--- src/rtl/pic_control_logic.sv ---
// 8259A-style control core: commits decoded ICW/OCW writes and runs the IRR/IMR/ISR
// priority path with the two-pulse INTA vector sequence.
module pic_control_logic #(
  parameter int unsigned SYNC_STAGES = 2
) (
  input  logic       clk,
  input  logic       rst,
  input  logic       WR_flag,
  input  logic       RD_flag,
  input  logic [2:0] WR_cur,
  input  logic       NO_ICW4,
  input  logic       A0,
  input  logic [7:0] Ds,
  input  logic [7:0] IR,
  input  logic       INTA_n,
  output logic       INT,
  output logic [7:0] Dout,
  output logic       Dout_en,
  output logic       init_done
);

  typedef enum logic [1:0] {StIdle, StWait2, StVec} inta_state_e;

  logic [1:0]                  wr_sync_q;
  logic                        wr_prev_q;
  logic [SYNC_STAGES-1:0][7:0] ir_sync_q;
  logic [7:0]                  ir_prev_q;
  logic [SYNC_STAGES-1:0]      inta_sync_q;
  logic                        inta_prev_q;

  inta_state_e state_q, state_d;
  logic [7:0]  irr_q, irr_d, isr_q, isr_d, imr_q, imr_d;
  logic [4:0]  vec_base_q, vec_base_d;
  logic        ltim_q, ltim_d, sngl_q, sngl_d, ic4_q, ic4_d, aeoi_q, aeoi_d;
  logic        rd_sel_q, rd_sel_d, init_done_q, init_done_d;
  logic [2:0]  lvl_q, lvl_d;
  logic        spur_q, spur_d;
  logic        int_q, int_d, dout_en_q, dout_en_d;
  logic [7:0]  dout_q, dout_d;

  logic       wr_commit, icw1, inta_s, inta_fall, inta_rise;
  logic [7:0] ir_s;
  logic [3:0] isr_lo;
  logic       cand_valid;
  logic [2:0] cand;

  assign wr_commit = wr_sync_q[1] & ~wr_prev_q;
  assign icw1      = wr_commit && (WR_cur == 3'd0);
  assign ir_s      = ir_sync_q[SYNC_STAGES-1];
  assign inta_s    = inta_sync_q[SYNC_STAGES-1];
  assign inta_fall = inta_prev_q & ~inta_s;
  assign inta_rise = ~inta_prev_q & inta_s;

  // isr_lo = 8 means no level in service, so every level may interrupt.
  always_comb begin
    isr_lo     = 4'd8;
    cand_valid = 1'b0;
    cand       = 3'd0;
    for (int i = 7; i >= 0; i--) begin
      if (isr_q[i]) isr_lo = 4'(i);
    end
    for (int i = 7; i >= 0; i--) begin
      if (irr_q[i] && !imr_q[i] && (4'(i) < isr_lo)) begin
        cand_valid = 1'b1;
        cand       = 3'(i);
      end
    end
  end

  always_comb begin
    state_d     = state_q;
    irr_d       = irr_q;
    isr_d       = isr_q;
    imr_d       = imr_q;
    vec_base_d  = vec_base_q;
    ltim_d      = ltim_q;
    sngl_d      = sngl_q;
    ic4_d       = ic4_q;
    aeoi_d      = aeoi_q;
    rd_sel_d    = rd_sel_q;
    init_done_d = init_done_q;
    lvl_d       = lvl_q;
    spur_d      = spur_q;
    dout_d      = dout_q;
    dout_en_d   = 1'b0;

    if (ltim_q) irr_d = ir_s;
    else        irr_d = (irr_q | (ir_s & ~ir_prev_q)) & ir_s;

    case (state_q)
      StIdle: if (inta_fall) begin
        state_d = StWait2;
        if (cand_valid) begin
          lvl_d       = cand;
          spur_d      = 1'b0;
          isr_d[cand] = 1'b1;
          irr_d[cand] = 1'b0;
        end else begin
          lvl_d  = 3'd7;
          spur_d = 1'b1;
        end
      end
      StWait2: if (inta_fall) state_d = StVec;
      StVec: if (inta_rise) begin
        state_d = StIdle;
        if (aeoi_q && !spur_q) isr_d[lvl_q] = 1'b0;
      end
      default: state_d = StIdle;
    endcase

    // The vector owns the bus from the 2nd INTA until INTA_n returns high.
    if (state_q == StVec) begin
      dout_en_d = ~inta_rise;
    end else if (state_q == StWait2 && inta_fall) begin
      dout_d    = {vec_base_q, lvl_q};
      dout_en_d = 1'b1;
    end else begin
      dout_en_d = RD_flag;
      if (RD_flag) dout_d = A0 ? imr_q : (rd_sel_q ? isr_q : irr_q);
    end

    if (wr_commit) begin
      case (WR_cur)
        3'd0: begin
          ltim_d      = Ds[3];
          sngl_d      = Ds[1];
          ic4_d       = ~NO_ICW4;
          imr_d       = 8'h00;
          isr_d       = 8'h00;
          irr_d       = 8'h00;
          aeoi_d      = 1'b0;
          init_done_d = 1'b0;
          rd_sel_d    = 1'b0;
          state_d     = StIdle;
          dout_en_d   = 1'b0;
        end
        3'd1: begin
          vec_base_d = Ds[7:3];
          if (sngl_q && !ic4_q) init_done_d = 1'b1;
        end
        // Cascade is not supported, so ICW3 only advances the init sequence.
        3'd2: if (!ic4_q) init_done_d = 1'b1;
        3'd3: begin
          aeoi_d      = Ds[1];
          init_done_d = 1'b1;
        end
        3'd4: if (init_done_q) imr_d = Ds;
        3'd5: if (init_done_q) begin
          case (Ds[7:5])
            3'b001:  if (isr_lo != 4'd8) isr_d[isr_lo[2:0]] = 1'b0;
            3'b011:  isr_d[Ds[2:0]] = 1'b0;
            default: ;
          endcase
        end
        3'd6: if (init_done_q && Ds[1]) rd_sel_d = Ds[0];
        default: ;
      endcase
    end

    int_d = init_done_q && cand_valid && (state_q == StIdle) && !inta_fall && !icw1;
  end

  always_ff @(posedge clk or posedge rst) begin
    if (rst) begin
      wr_sync_q   <= '0;
      wr_prev_q   <= 1'b0;
      ir_sync_q   <= '0;
      ir_prev_q   <= 8'h00;
      inta_sync_q <= '0;
      inta_prev_q <= 1'b0;
      state_q     <= StIdle;
      irr_q       <= 8'h00;
      isr_q       <= 8'h00;
      imr_q       <= 8'hFF;
      vec_base_q  <= 5'd0;
      ltim_q      <= 1'b0;
      sngl_q      <= 1'b0;
      ic4_q       <= 1'b0;
      aeoi_q      <= 1'b0;
      rd_sel_q    <= 1'b0;
      init_done_q <= 1'b0;
      lvl_q       <= 3'd0;
      spur_q      <= 1'b0;
      int_q       <= 1'b0;
      dout_q      <= 8'h00;
      dout_en_q   <= 1'b0;
    end else begin
      wr_sync_q   <= {wr_sync_q[0], WR_flag};
      wr_prev_q   <= wr_sync_q[1];
      ir_sync_q   <= {ir_sync_q[SYNC_STAGES-2:0], IR};
      ir_prev_q   <= ir_s;
      inta_sync_q <= {inta_sync_q[SYNC_STAGES-2:0], INTA_n};
      inta_prev_q <= inta_s;
      state_q     <= state_d;
      irr_q       <= irr_d;
      isr_q       <= isr_d;
      imr_q       <= imr_d;
      vec_base_q  <= vec_base_d;
      ltim_q      <= ltim_d;
      sngl_q      <= sngl_d;
      ic4_q       <= ic4_d;
      aeoi_q      <= aeoi_d;
      rd_sel_q    <= rd_sel_d;
      init_done_q <= init_done_d;
      lvl_q       <= lvl_d;
      spur_q      <= spur_d;
      int_q       <= int_d;
      dout_q      <= dout_d;
      dout_en_q   <= dout_en_d;
    end
  end

  assign INT       = int_q;
  assign Dout      = dout_q;
  assign Dout_en   = dout_en_q;
  assign init_done = init_done_q;

endmodule
--- config.mk ---
export PLATFORM = sky130hd
export DESIGN_NAME = pic_control_logic
export DESIGN_NICKNAME = d
export VERILOG_FILES = /design/src/rtl/pic_control_logic.sv
export SDC_FILE = /design/constraint.sdc
export NUM_CORES = 1
export LEC_CHECK = 0
export ABC_AREA = 1
export BUFFER_PORTS_ARGS = -buffer_cell sky130_fd_sc_hd__buf_2
export CORE_UTILIZATION = 63
export CTS_CLUSTER_DIAMETER = 100
export DETAILED_ROUTE_END_ITERATION = 8
export PLACE_DENSITY_LB_ADDON = 0.1
export SLEW_MARGIN = 20
export SYNTH_ARGS = -nofsm -noshare
export SYNTH_HDL_FRONTEND = slang
export SYNTH_SLANG_ARGS = --single-unit
--- constraint.sdc ---
create_clock -name clk -period 7.9 [get_ports clk]
set_clock_uncertainty 0.2 [all_clocks]
set_input_delay 0.79 -clock clk [delete_from_list [all_inputs] [get_ports clk]]
set_output_delay 0.79 -clock clk [all_outputs]
set_load 0.02 [all_outputs]
# After elaboration in Yosys (flattened, before gate mapping)
# Cells that the tools add are included.
[word_totals]
regBits = 81
input_bits = 26
elab_cells = 204
[op_classes]
magnitude_cmp = 16
n_eq_ne = 15
muxes = 72
bitwise = 22
n_reduce_logical = 56
[op_table]
columns = ["operator", "n"]
rows = [
  ["8-bit two-way mux", 18],
  ["8-bit case mux with 2 select lines", 4],
  ["8-bit bitwise AND", 6],
  ["8-bit NOT", 5],
  ["4-bit two-way mux", 8],
  ["1-bit logical AND", 29],
  ["3-bit two-way mux", 9],
  ["1-bit two-way mux", 20],
  ["3-bit by 4-bit < comparator with 1-bit output, first input constant", 4],
  ["3-bit by 4-bit < comparator with 1-bit output, second input constant", 4],
  ["8-bit bitwise OR", 2],
  ["1-bit demux with 3-bit select", 4],
  ["3-bit by 1-bit >= comparator with 1-bit output, second input constant", 4],
  ["1-bit zero test", 12],
  ["2-bit two-way mux", 5],
  ["2-bit AND reduction", 5],
  ["3-bit by 2-bit equality test with 1-bit output, second input constant", 3],
  ["3-bit equality test, second input constant", 3],
  ["1-bit by 4-bit < comparator with 1-bit output, first input constant", 2],
  ["2-bit by 4-bit < comparator with 1-bit output, first input constant", 2],
  ["2-bit inequality test, second input constant", 4],
  ["2-bit nonzero test", 4],
  ["3-bit by 1-bit equality test with 1-bit output, second input constant", 2],
  ["1-bit NOT", 6],
  ["other kinds (12)", 16],
]

# Logic depth before layout (Yosys ltp)
# Gate-level depths: netlist of the first run.
[depth]
depth_word = 32
ltp_mapped = 17
ltp_nobuf = 17

# Worst setup path after synthesis of the first run
# Ideal clock, no wire load.
[synth_timing]
kind = "in2reg"
startpoint = "input port WR_cur[0]"
endpoint = "register isr_q[0]"
setup_ns = 0.122
arrival_time_ns = 1.686
required_time_ns = 7.578
path_slack_ns = 5.891
cell_stages = 9
path_buffers = 0
path_cell_list = "inv_1 -> nor2_1 -> nand2_1 -> nor2_1 -> nor2_1 -> inv_1 -> nand2_1 -> o21ai_0 -> nor2_2"
[synth_between]
elab_chain_len = 3
[synth_lines]
columns = ["item", "line_no", "source"]
rows = [
  ["from (decl)", "10", "input logic [2:0] WR_cur,"],
  ["3-bit equality test or 3-bit zero test (tied branches)", "123", "case (WR_cur)"],
  ["8-bit case mux with 2 select lines *", "123", ""],
  ["8-bit two-way mux *", "122", "if (wr_commit) begin"],
  ["via isr_d[0]", "32", "logic [7:0] irr_q, irr_d, isr_q, isr_d, imr_q, imr_d;"],
  ["to (signal assigned)", "196", "isr_q <= isr_d;"],
  ["to (decl)", "32", ""],
]
# The timed path passes the listed nets; every way through them passes the cells marked *.
# A chain may end at the register's enable or synchronous reset.

# Worst setup path after layout of the first run
[layout_timing]
startpoint = "register wr_sync_q[1]"
endpoint = "register rd_sel_q"
[layout_between]
elab_chain_len = 2
[layout_lines]
columns = ["item", "line_no", "source"]
rows = [
  ["from (decl)", "24", "logic [1:0] wr_sync_q;"],
  ["from (signal assigned)", "188", "wr_sync_q <= {wr_sync_q[0], WR_flag};"],
  ["1-bit bitwise AND", "47", "assign wr_commit = wr_sync_q[1] & ~wr_prev_q;"],
  ["3-bit AND reduction (no line)", "n/a", ""],
  ["to (signal assigned)", "203", "rd_sel_q <= rd_sel_d;"],
  ["to (decl)", "35", "logic rd_sel_q, rd_sel_d, init_done_q, init_done_d;"],
]
# Every way passes these cells.

==> flow_metrics.py, run 1 <==
metrics = {
    "floorplan": {
        "die_w_um": 80.8,
        "core_um2": 5960,
        "io_pins": 37,
        "start_util_pct": 65.6,
        "rows": 28,
        "die_h_um": 80.8,
        "die-area_um2": 6520,
    },
    "setup_path": {
        "critPathKind": "flip-flop to flip-flop",
        "worst_setup_path_end_kind": "flip-flop",
        "critical_path_peak_fanout": 16,
        "crit_arrival_ns": 2.56,
        "required_ns": 7.94,
        "cp-start-kind": "flip-flop",
    },
    "clock_network": {
        "insertion_delay_ns": 0.36,
        "post_cts_buffers": 0,
        "cts_sinks": 81,
        "cts_tree": "done",
        "numCtsBuffers": 9,
        "htree_levels": 3,
        "root_buffer": "clkbuf_8",
        "path_clk_slew_ns": 0.09,
        "clockBufferDepth": 2,
        "postCtsHoldBufs": 0,
        "ctsResizeCount": 0,
    },
    "finish": {
        "diodes": 0,
        "multi_input_area_um2": 1550,
        "design_area_um2": 4370,
        "area_growth_pct": 11.9,
        "final_nets": 526,
        "n_fill_cell": 480,
        "drive_above_1_share_pct": 21.2,
        "seq_area_um2": 2040,
    },
    "placed_design": {
        "dpl_cell_area_um2": 4170,
        "pre_cts_slack_ns": 5.22,
        "io_buffer_count": 36,
        "dp_hpwl_um": 7380,
        "gp_congestion": 0.955,
    },
    "synthesis": {
        "synth_seq_area_share_pct": 52.1,
        "syn-num-nets": 482,
        "synthTopCellsByArea": "dfrtp_1 47%, inv_1 6.9%, nand2_1 6.5%, o21ai_0 6.4%, dfstp_2 5.4%",
        "netlist_instances": 456,
        "yosys.area.top_type": "dfrtp_1",
        "yosysUniqueCellTypes": 33,
        "postSynthRegisterBits": 81,
        "syn_area_um2": 3910,
        "yosys.area.top_type_share_pct": 46.7,
        "yosysWarnings": 0,
        "syn_area_per_cell_um2": 8.57,
    },
    "power_and_ir_drop": {
        "ir_drop_uv": 185,
        "power_uw": 1330,
        "power.leakage_uw": 0.00206,
        "p_per_area_nw_per_um2": 304,
    },
    "drt": {
        "vias": 3393,
        "routed_wl_um": 9760,
        "wl_per_cell_um": 16.8,
        "drtPass1Iterations": 5,
        "viasPerCell": 5.85,
        "drc_errors": 0,
        "ant_nets": 0,
        "drt_iter0_markers": 303,
    },
    "grt": {
        "grt_overflow": 0,
        "grt_max_degree": 82,
        "antenna_found_initial": 0,
        "grt_util_all_layers_pct": 33.7,
        "grt_pass1_wl_um": 15800,
        "grt_pass1_vias": 3210,
    },
    "worst_hold_path": {
        "hp-class": "flip-flop to flip-flop",
    },
    "status": {
        "status": "finished clean",
    },
    "timing": {
        "fmax_ghz": 0.397,
        "tightest_slew_ns": 1.11,
        "worst_slack_ns": 5.38,
        "drv_slew": 0,
        "hold_viol": 0,
        "setup_viol": 0,
        "maxSlewHeadroom_pct": 25.3,
        "rsz0062_at_grt": "no",
        "finalHoldWorstSlack_ns": 0.153,
        "final.min_clock_period_ns": 2.52,
        "finalCritPeriodShare_pct": 31.9,
        "finalSetupTns_ns": 0,
    },
    "job": {
        "max_cap_viol_count": 0,
    },
}
-- cells in the final DEF (no fill, tap or decap), types with 9 or more instances in the layout --
| cell type | count |
|---|---|
| nand2_1 | 68 |
| dfrtp_1 | 73 |
| o22ai_1 | 15 |
| clkbuf_8 | 9 |
| nand3_1 | 27 |
| o21ai_0 | 50 |
| a21oi_1 | 17 |
| nor2_1 | 33 |
| nor3_1 | 15 |
| inv_1 | 71 |
| buf_2 | 36 |
-- cells in the mapped netlist (all sizes together) --
library cell  instances
a211oi                1
a21oi                19
a22oi                 1
a31oi                 5
buf                   1
clkbuf                3
clkinv                2
dfrtp                73
dfstp                 8
inv                  78
nand2                79
nand3                32
nand4                 8
nor2                 47
nor3                 19
o211ai                5
o21a                  1
o21ai                53
o21bai                1
o221ai                3
o22ai                15
o31a                  1
o41ai                 1
-- report_power, final --
part	switching [uW]	internal [uW]
clock network	162	149
logic	278	138
registers	90.0	511
total	529	798
-- worst max-delay path, stage by stage, from the launching register on --
cell and delay, ns:
dfrtp_1 0.34, inv_1 0.04, nor2_1 0.17, inv_1 0.13, nor2_1 0.18, inv_1 0.10, nor2_1 0.48, inv_1 0.44
o41ai_1 0.19, o21ai_0 0.13
-- stage by stage --
step | cells | util, %
finish | 580 | 73.4
global route | 580 | 73.4
CTS | 580 | 73.4
detailed placement | 564 | 70.1
global placement | 564 | 70.1
floorplan | 456 | -
-- cell type report --
class	instances	share of cell area (%)
Clock inverter	7	1.74
Timing Repair Buffer	37	4.29
Sequential cell	81	46.6
Multi-Input combinational cell	291	35.5
Inverter	80	6.89
Tap cell	75	2.15
Clock buffer	9	2.83
-- registers in the layout (all words and copies together) (netlist names), 2 cells and up --
| signal | count |
|---|---|
| Dout | 8 |
| inta_sync_q | 2 |
| wr_sync_q | 2 |
| state_q | 2 |
| imr_q | 8 |
| ir_sync_q | 8 |
| lvl_q | 3 |
| irr_q | 8 |
| ir_prev_q | 8 |
| isr_q | 8 |
| vec_base_q | 5 |
| ir_s | 8 |
-- kinds of logic (layout without fill, tap and decap cells) --
logic type / after synthesis / count (layout) / share of synthesized area [%]
buffers and inverters: 84 / 133 / 8.10
AND/OR/NAND/NOR: 185 / 185 / 24.0
flip-flops: 81 / 81 / 52.1
AO/OA/AOI/OAI: 106 / 106 / 15.8
-- worst paths after layout --
check	from	endpoint	slack [ns]	depth (start not counted)
setup reg to reg	wr_sync_q[1]$_DFF_PP0_	rd_sel_q$_DFFE_PP0P_	5.38	9
setup / recovery	wr_sync_q[1]$_DFF_PP0_	rd_sel_q$_DFFE_PP0P_	5.38	9
hold reg to reg	wr_sync_q[0]$_DFF_PP0_	wr_sync_q[1]$_DFF_PP0_	0.15	0
hold / removal	wr_sync_q[0]$_DFF_PP0_	wr_sync_q[1]$_DFF_PP0_	0.15	0
max in group asynchronous	rst	ir_s[0]$_DFF_PP0_	6.34	3
min in group asynchronous	rst	wr_sync_q[1]$_DFF_PP0_	0.52	3
-- layer usage --
| layer | vias to the layer above | routed length (um) | global-route usage [%] |
|---|---|---|---|
| li1 | 1602 | - | - |
| met1 | 1601 | 4080 | 44.5 |
| met2 | 159 | 4640 | 53.6 |
| met3 | 31 | 743 | 7.08 |
| met4 | 0 | 288 | 15.4 |
| met5 | - | 0 | 0 |
Note: power is estimated with default switching activity, not from simulation.
==> run 2: changes to the inputs <==
- CORE_UTILIZATION: 63 -> 59
- clock period: 7.9 -> 2.5 ns (I/O delays scaled with it)
==> run 2 against run 1 <==
  * Final area rose by 5.8%
  * Die area up 6.6%
  * Sequential power rose to 3.1 times the previous value
  * Power rose to 3.3 times the previous value
  * Utilization is 0.99 points lower
  * Register-to-register slack got worse by 5.1 ns
  * Highest routed layer unchanged
  * First-iteration DRC count increased by 9.2%
  * Count of clock-buffer cells in the layout is 3 higher
  * Combinational power grew to 3.3 times the previous value
  * Largest cell class unchanged
==> flow_metrics.py, run 2 (synthesized netlist as in run 1, its figures left out) <==
metrics = {
    "timing": {
        "final.min_clock_period_ns": 2.25,
        "hold_viol": 0,
        "setup_viol": 0,
        "maxSlewHeadroom_pct": 66.1,
        "tightest_slew_ns": 0.504,
        "finalCritPeriodShare_pct": 89.8,
        "drv_slew": 0,
        "fmax_ghz": 0.445,
        "finalSetupTns_ns": 0,
        "rsz0062_at_grt": "no",
        "worst_slack_ns": 0.254,
    },
    "finish": {
        "final_common_cell": "dfrtp_1",
        "n_fill_cell": 489,
        "multi_input_area_um2": 1560,
        "diodes": 0,
        "drive_above_1_share_pct": 21.5,
        "seq_area_um2": 2040,
        "final_nets": 547,
        "area_growth_pct": 18.4,
        "final_cell_mix": "73 x dfrtp_1, 70 x inv_1, 68 x nand2_1, 50 x o21ai_0, 36 x buf_2",
    },
    "clock_network": {
        "path_clk_slew_ns": 0.08,
        "cts_tree": "done",
        "htree_levels": 3,
        "clockBufferDepth": 2,
        "insertion_delay_ns": 0.36,
        "numCtsBuffers": 9,
        "cts_sinks": 81,
        "root_buffer": "clkbuf_8",
    },
    "floorplan": {
        "die_h_um": 83.4,
        "die-area_um2": 6950,
        "start_util_pct": 61.2,
        "io_pins": 37,
        "rows": 29,
        "die_w_um": 83.4,
        "core_um2": 6390,
    },
    "drt": {
        "wl_per_cell_um": 16.8,
        "viasPerCell": 5.67,
        "drtPass1Iterations": 5,
        "routed_wl_um": 10100,
        "drt_iter0_markers": 331,
        "vias": 3421,
        "ant_nets": 0,
        "drc_errors": 0,
    },
    "setup_path": {
        "r2r-start": "state_q[0]$_DFF_PP0_",
        "crit_arrival_ns": 2.24,
        "crit_slowest_cell": "dfrtp_1",
        "cp-start-kind": "flip-flop",
        "worst_setup_path_end_kind": "flip-flop",
        "crit_chain": "inv_1 -> nor2_1 -> nand2_1 -> inv_1 -> a21oi_1 -> buf_4 -> nand2_1 -> o221ai_1",
        "crit_start": "state_q[0]$_DFF_PP0_",
        "slowest_delay_ns": 0.61,
        "critPathKind": "flip-flop to flip-flop",
        "required_ns": 2.50,
        "critical_path_peak_fanout": 12,
    },
    "placed_design": {
        "io_buffer_count": 36,
        "gp_congestion": 0.919,
        "pre_cts_slack_ns": 0.178,
        "dp_hpwl_um": 7450,
    },
    "power_and_ir_drop": {
        "power.leakage_uw": 0.00217,
        "ir_drop_uv": 630,
        "p_per_area_nw_per_um2": 942,
    },
    "grt": {
        "antenna_found_initial": 0,
        "grt_max_degree": 82,
        "grt_overflow": 0,
        "grt_pass1_vias": 3300,
        "grt_pass1_wl_um": 16600,
        "grt_util_all_layers_pct": 31.4,
    },
    "job": {
        "max_cap_viol_count": 0,
    },
    "worst_hold_path": {
        "hp-class": "input pin to flip-flop",
        "hp-start": "WR_cur[0]",
    },
    "status": {
        "status": "finished clean",
    },
}
==> run 2: changes by cell type in the layout (fill, tap and decap cells not counted) <==
cell / before / now
clkinv_4: 0 / 1
inv_1: 71 / 70
clkinvlp_4: 1 / 3
inv_6: 2 / 0
buf_12: 0 / 1
dlygate4sd3_1: 0 / 16
nor2_1: 33 / 32
nor2_2: 8 / 9
inv_8: 1 / 0
clkbuf_1: 0 / 1
clkbuf_8: 9 / 11
buf_4: 1 / 5
bufinv_16: 1 / 2
clkinv_2: 3 / 0
==> run 2: repair_timing <==
action                                 in CTS  in global routing
hold buffers                               16                  0
endpoints found under the hold margin      91                  0
resized for setup                           0                  2
setup buffers                               0                  1
setup endpoints to repair                   0                  6
==> run 2: critical path, delay by kind of cell (launching register included) <==
family | cells | cell delay [ns]
flops | 1 | 0.61
buf+inv | 3 | 0.68
simple gates | 3 | 0.37
compound gates | 2 | 0.23
==> run 2: worst paths after layout <==
kind,to,slack (ns),cells after the start
min,aeoi_q$_DFFE_PP0P_,0.07,3
max in group asynchronous,imr_q[0]$_DFFE_PP1P_,1.38,4
max,Dout[2]$_DFFE_PP0P_,0.25,8
min in group asynchronous,ir_s[7]$_DFF_PP0_,0.35,4
max reg2reg,Dout[2]$_DFFE_PP0P_,0.25,8
min reg2reg,ir_s[3]$_DFF_PP0_,0.14,0
==> run 2: cell type report <==
type                    instances  area share (%)
flip-flops and latches         81            44.0
multi-input cells             291            33.6
repair buffers                 58            8.60
inverters                      80            6.65
clock buffers                  12            3.35
well taps                      77            2.08
clock inverters                 4            1.65
==> run 2: through the flow <==
| step | hold slack [ns] | utilization, % | power (uW) | instances | instance area (um^2) |
|---|---|---|---|---|---|
| 4_1_cts | 0.0117 | 72.2 | 4340 | 602 | 4610 |
| 5_1_grt | 0.0820 | 72.5 | 4600 | 603 | 4630 |
| 6_report | 0.0711 | 72.5 | 4360 | 603 | 4630 |
| 3_3_place_gp | 0.131 | 66.1 | 3210 | 570 | 4220 |
| 2_1_floorplan | 0.0814 | - | 2810 | 456 | 3910 |
| 3_5_place_dp | 0.135 | 66.1 | 3230 | 570 | 4220 |
==> run 2: routing by layer <==
layer	wire length (um)	vias to the layer above	GRT usage, %
li1	-	1644	-
met1	4670	1614	44.0
met2	4620	139	48.4
met3	524	24	5.86
met4	330	0	13.3
met5	0	-	0
==> run 2: report_power, final <==
part	internal (uW)	switching, uW
registers	1620	272
logic	466	908
clock network	620	477
total	2700	1660
==> run 3: changes to the inputs <==
- ABC_AREA: 1 -> default
==> run 3 against run 2 <==
  * Utilization fell by 1.3 points
  * Hold slack lost 0.059 ns
  * Sequential cell count stayed put
  * Synthesized area increased by 0.45%
  * Final area fell by 1.8%
  * Die area rose by 0.44%
  * Critical path depth shrank 3
  * Maximum frequency up 1.2%
  * Highest routed layer unchanged
==> flow_metrics.py, run 3 <==
metrics = {
    "floorplan": {
        "io_pins": 37,
        "die_h_um": 83.6,
        "die-area_um2": 6980,
        "die_w_um": 83.6,
        "core_um2": 6390,
        "rows": 29,
        "start_util_pct": 61.5,
    },
    "clock_network": {
        "path_clk_slew_ns": 0.08,
        "numCtsBuffers": 9,
        "insertion_delay_ns": 0.36,
        "htree_levels": 3,
        "cts_sinks": 81,
        "ctsResizeCount": 0,
        "clockBufferDepth": 2,
        "root_buffer": "clkbuf_8",
        "cts_tree": "done",
    },
    "grt": {
        "grt_util_all_layers_pct": 29.5,
        "grt_max_degree": 82,
        "grt_pass1_wl_um": 15500,
        "grt_overflow": 0,
        "grt_pass1_vias": 2987,
        "antenna_found_initial": 0,
    },
    "timing": {
        "finalCritPeriodShare_pct": 88.8,
        "hold_viol": 0,
        "finalSetupTns_ns": 0,
        "maxSlewHeadroom_pct": 35.0,
        "drv_slew": 0,
        "rsz0062_at_grt": "no",
        "final.min_clock_period_ns": 2.22,
        "tightest_slew_ns": 0.969,
        "finalHoldWorstSlack_ns": 0.0126,
        "setup_viol": 0,
        "fmax_ghz": 0.450,
    },
    "placed_design": {
        "dpl_cell_area_um2": 4170,
        "gp_congestion": 0.892,
        "io_buffer_count": 36,
        "dp_hpwl_um": 6760,
    },
    "job": {
        "max_cap_viol_count": 0,
    },
    "synthesis": {
        "postSynthRegisterBits": 81,
        "syn-num-nets": 415,
        "synth_common_cells": "73 x dfrtp_1, 64 x nand2_1, 31 x o21ai_0, 25 x nor2_1, 16 x mux2i_1",
        "synth.most_common_cell": "dfrtp_1",
        "netlist_instances": 389,
        "synthTopCellsByArea": "dfrtp_1 47%, nand2_1 6.1%, dfstp_2 5.4%, mux2i_1 4.1%, o21ai_0 4.0%",
        "yosysWarnings": 0,
        "synthArstFlopShare_pct": 100,
        "yosys.area.top_type": "dfrtp_1",
        "synth_seq_area_share_pct": 51.9,
        "yosysUniqueCellTypes": 60,
        "synth_edf_count": 0,
        "syn_area_um2": 3930,
        "syn_area_per_cell_um2": 10.1,
        "yosys.area.top_type_share_pct": 46.5,
        "synth_top_flop_cell": "dfrtp_1",
    },
    "power_and_ir_drop": {
        "p_per_area_nw_per_um2": 848,
        "power.leakage_uw": 0.00194,
        "power_uw": 3850,
        "ir_drop_uv": 514,
    },
    "finish": {
        "final_cell_mix": "73 x dfrtp_1, 64 x nand2_1, 36 x buf_2, 31 x o21ai_0, 25 x nor2_1",
        "seq_area_um2": 2040,
        "drive_above_1_share_pct": 20.8,
        "design_area_um2": 4550,
        "final_common_cell": "dfrtp_1",
        "final_nets": 468,
        "diodes": 0,
        "n_fill_cell": 500,
        "area_growth_pct": 15.8,
        "final_util_pct": 71.2,
        "multi_input_area_um2": 1760,
    },
    "drt": {
        "viasPerCell": 5.92,
        "vias": 3100,
        "drc_errors": 0,
        "ant_nets": 0,
        "wl_per_cell_um": 18.0,
        "routed_wl_um": 9460,
        "drtPass1Iterations": 4,
        "drt_iter0_markers": 257,
    },
    "setup_path": {
        "r2r-start": "isr_q[0]$_DFF_PP0_",
        "crit_arrival_ns": 2.30,
        "r2r_end": "isr_q[4]$_DFF_PP0_",
        "critPathKind": "flip-flop to flip-flop",
        "critical_path_peak_fanout": 13,
        "rrSetupSlack_ns": 0.28,
        "required_ns": 2.58,
        "cp-start-kind": "flip-flop",
        "reg2regPathDepth": 5,
        "worst_setup_path_end_kind": "flip-flop",
    },
    "status": {
        "status": "finished clean",
    },
    "worst_hold_path": {
        "hp-start": "Ds[1]",
        "worstHoldEndpoint": "imr_q[1]$_DFFE_PP1P_",
        "holdPathStages": 3,
        "hp-class": "input pin to flip-flop",
    },
}
==> run 3: cell types whose count changed in the layout (fill, tap and decap cells not counted), moves of 7 or more <==
cell	delta
nand2_2	-8
mux2i_1	+16
nor2_2	-9
o22ai_1	-15
o21ai_0	-19
nor2_1	-7
nand3b_1	+9
nand4_1	-8
nand3_1	-15
inv_1	-65
==> run 3: cell type report <==
cell class	count	share of cell area [%]
clock inverters	5	1.21
clock buffers	11	3.11
repair buffers	62	9.52
multi-input cells	282	38.6
inverters	6	0.578
flip-flops and latches	81	44.8
well taps	77	2.12
==> run 3: repair_timing <==
item | 4_1_cts | 5_1_grt
setup buffers | 0 | 0
hold buffers | 18 | 0
hold endpoints to repair | 93 | 0
==> run 3: metal layers <==
| metal | track usage (%) | routed length, um |
|---|---|---|
| met3 | 6.63 | 593 |
| met1 | 40.1 | 4270 |
| met2 | 47.2 | 4430 |
| met4 | 9.71 | 165 |
| met5 | 0 | 0 |
==> run 3: worst max-delay path by stage <==
stage | cells after the start | start | to | slack (ns)
global route | 5 | isr_q[0]$_DFF_PP0_ | isr_q[4]$_DFF_PP0_ | 0.16
floorplan | 7 | isr_q[1]$_DFF_PP0_ | isr_q[4]$_DFF_PP0_ | 0.45
detailed placement | 5 | isr_q[0]$_DFF_PP0_ | isr_q[4]$_DFF_PP0_ | 0.30
global placement | 5 | imr_q[2]$_DFFE_PP1P_ | INT$_DFF_PP0_ | 0.24
finish | 5 | isr_q[0]$_DFF_PP0_ | isr_q[4]$_DFF_PP0_ | 0.28
CTS | 5 | imr_q[6]$_DFFE_PP1P_ | lvl_q[0]$_DFFE_PP0P_ | 0.28
==> run 3: per-stage QoR <==
stage / cells / setup slack (ns)
CTS: 524 / 0.283
detailed placement: 490 / 0.302
global placement: 490 / 0.239
floorplan: 389 / 0.453
global route: 524 / 0.156
finish: 524 / 0.280
==> run 3: kinds of logic (layout without fill, tap and decap cells) <==
family | Yosys count | count (layout) | share of synthesized area (%)
simple gates | 169 | 169 | 23.0
compound gates | 90 | 90 | 15.7
flops | 81 | 81 | 51.9
buf+inv | 26 | 84 | 3.51
mux | 21 | 21 | 5.51
xor+xnor | 2 | 2 | 0.446
==> run 3: power by group <==
group | total (uW) | switching [uW] | leakage, uW | internal [uW]
clock network | 943 | 458 | 0.0000953 | 485
registers | 1820 | 276 | 0.000975 | 1550
logic | 1090 | 621 | 0.000872 | 465
==> run 3: critical path: stages (launching register included) <==
cell and delay (ns):
dfrtp_1 0.49, or3_1 0.51, a2111oi_4 0.31, nor3b_2 0.25
nand3_1 0.13, a221oi_2 0.26
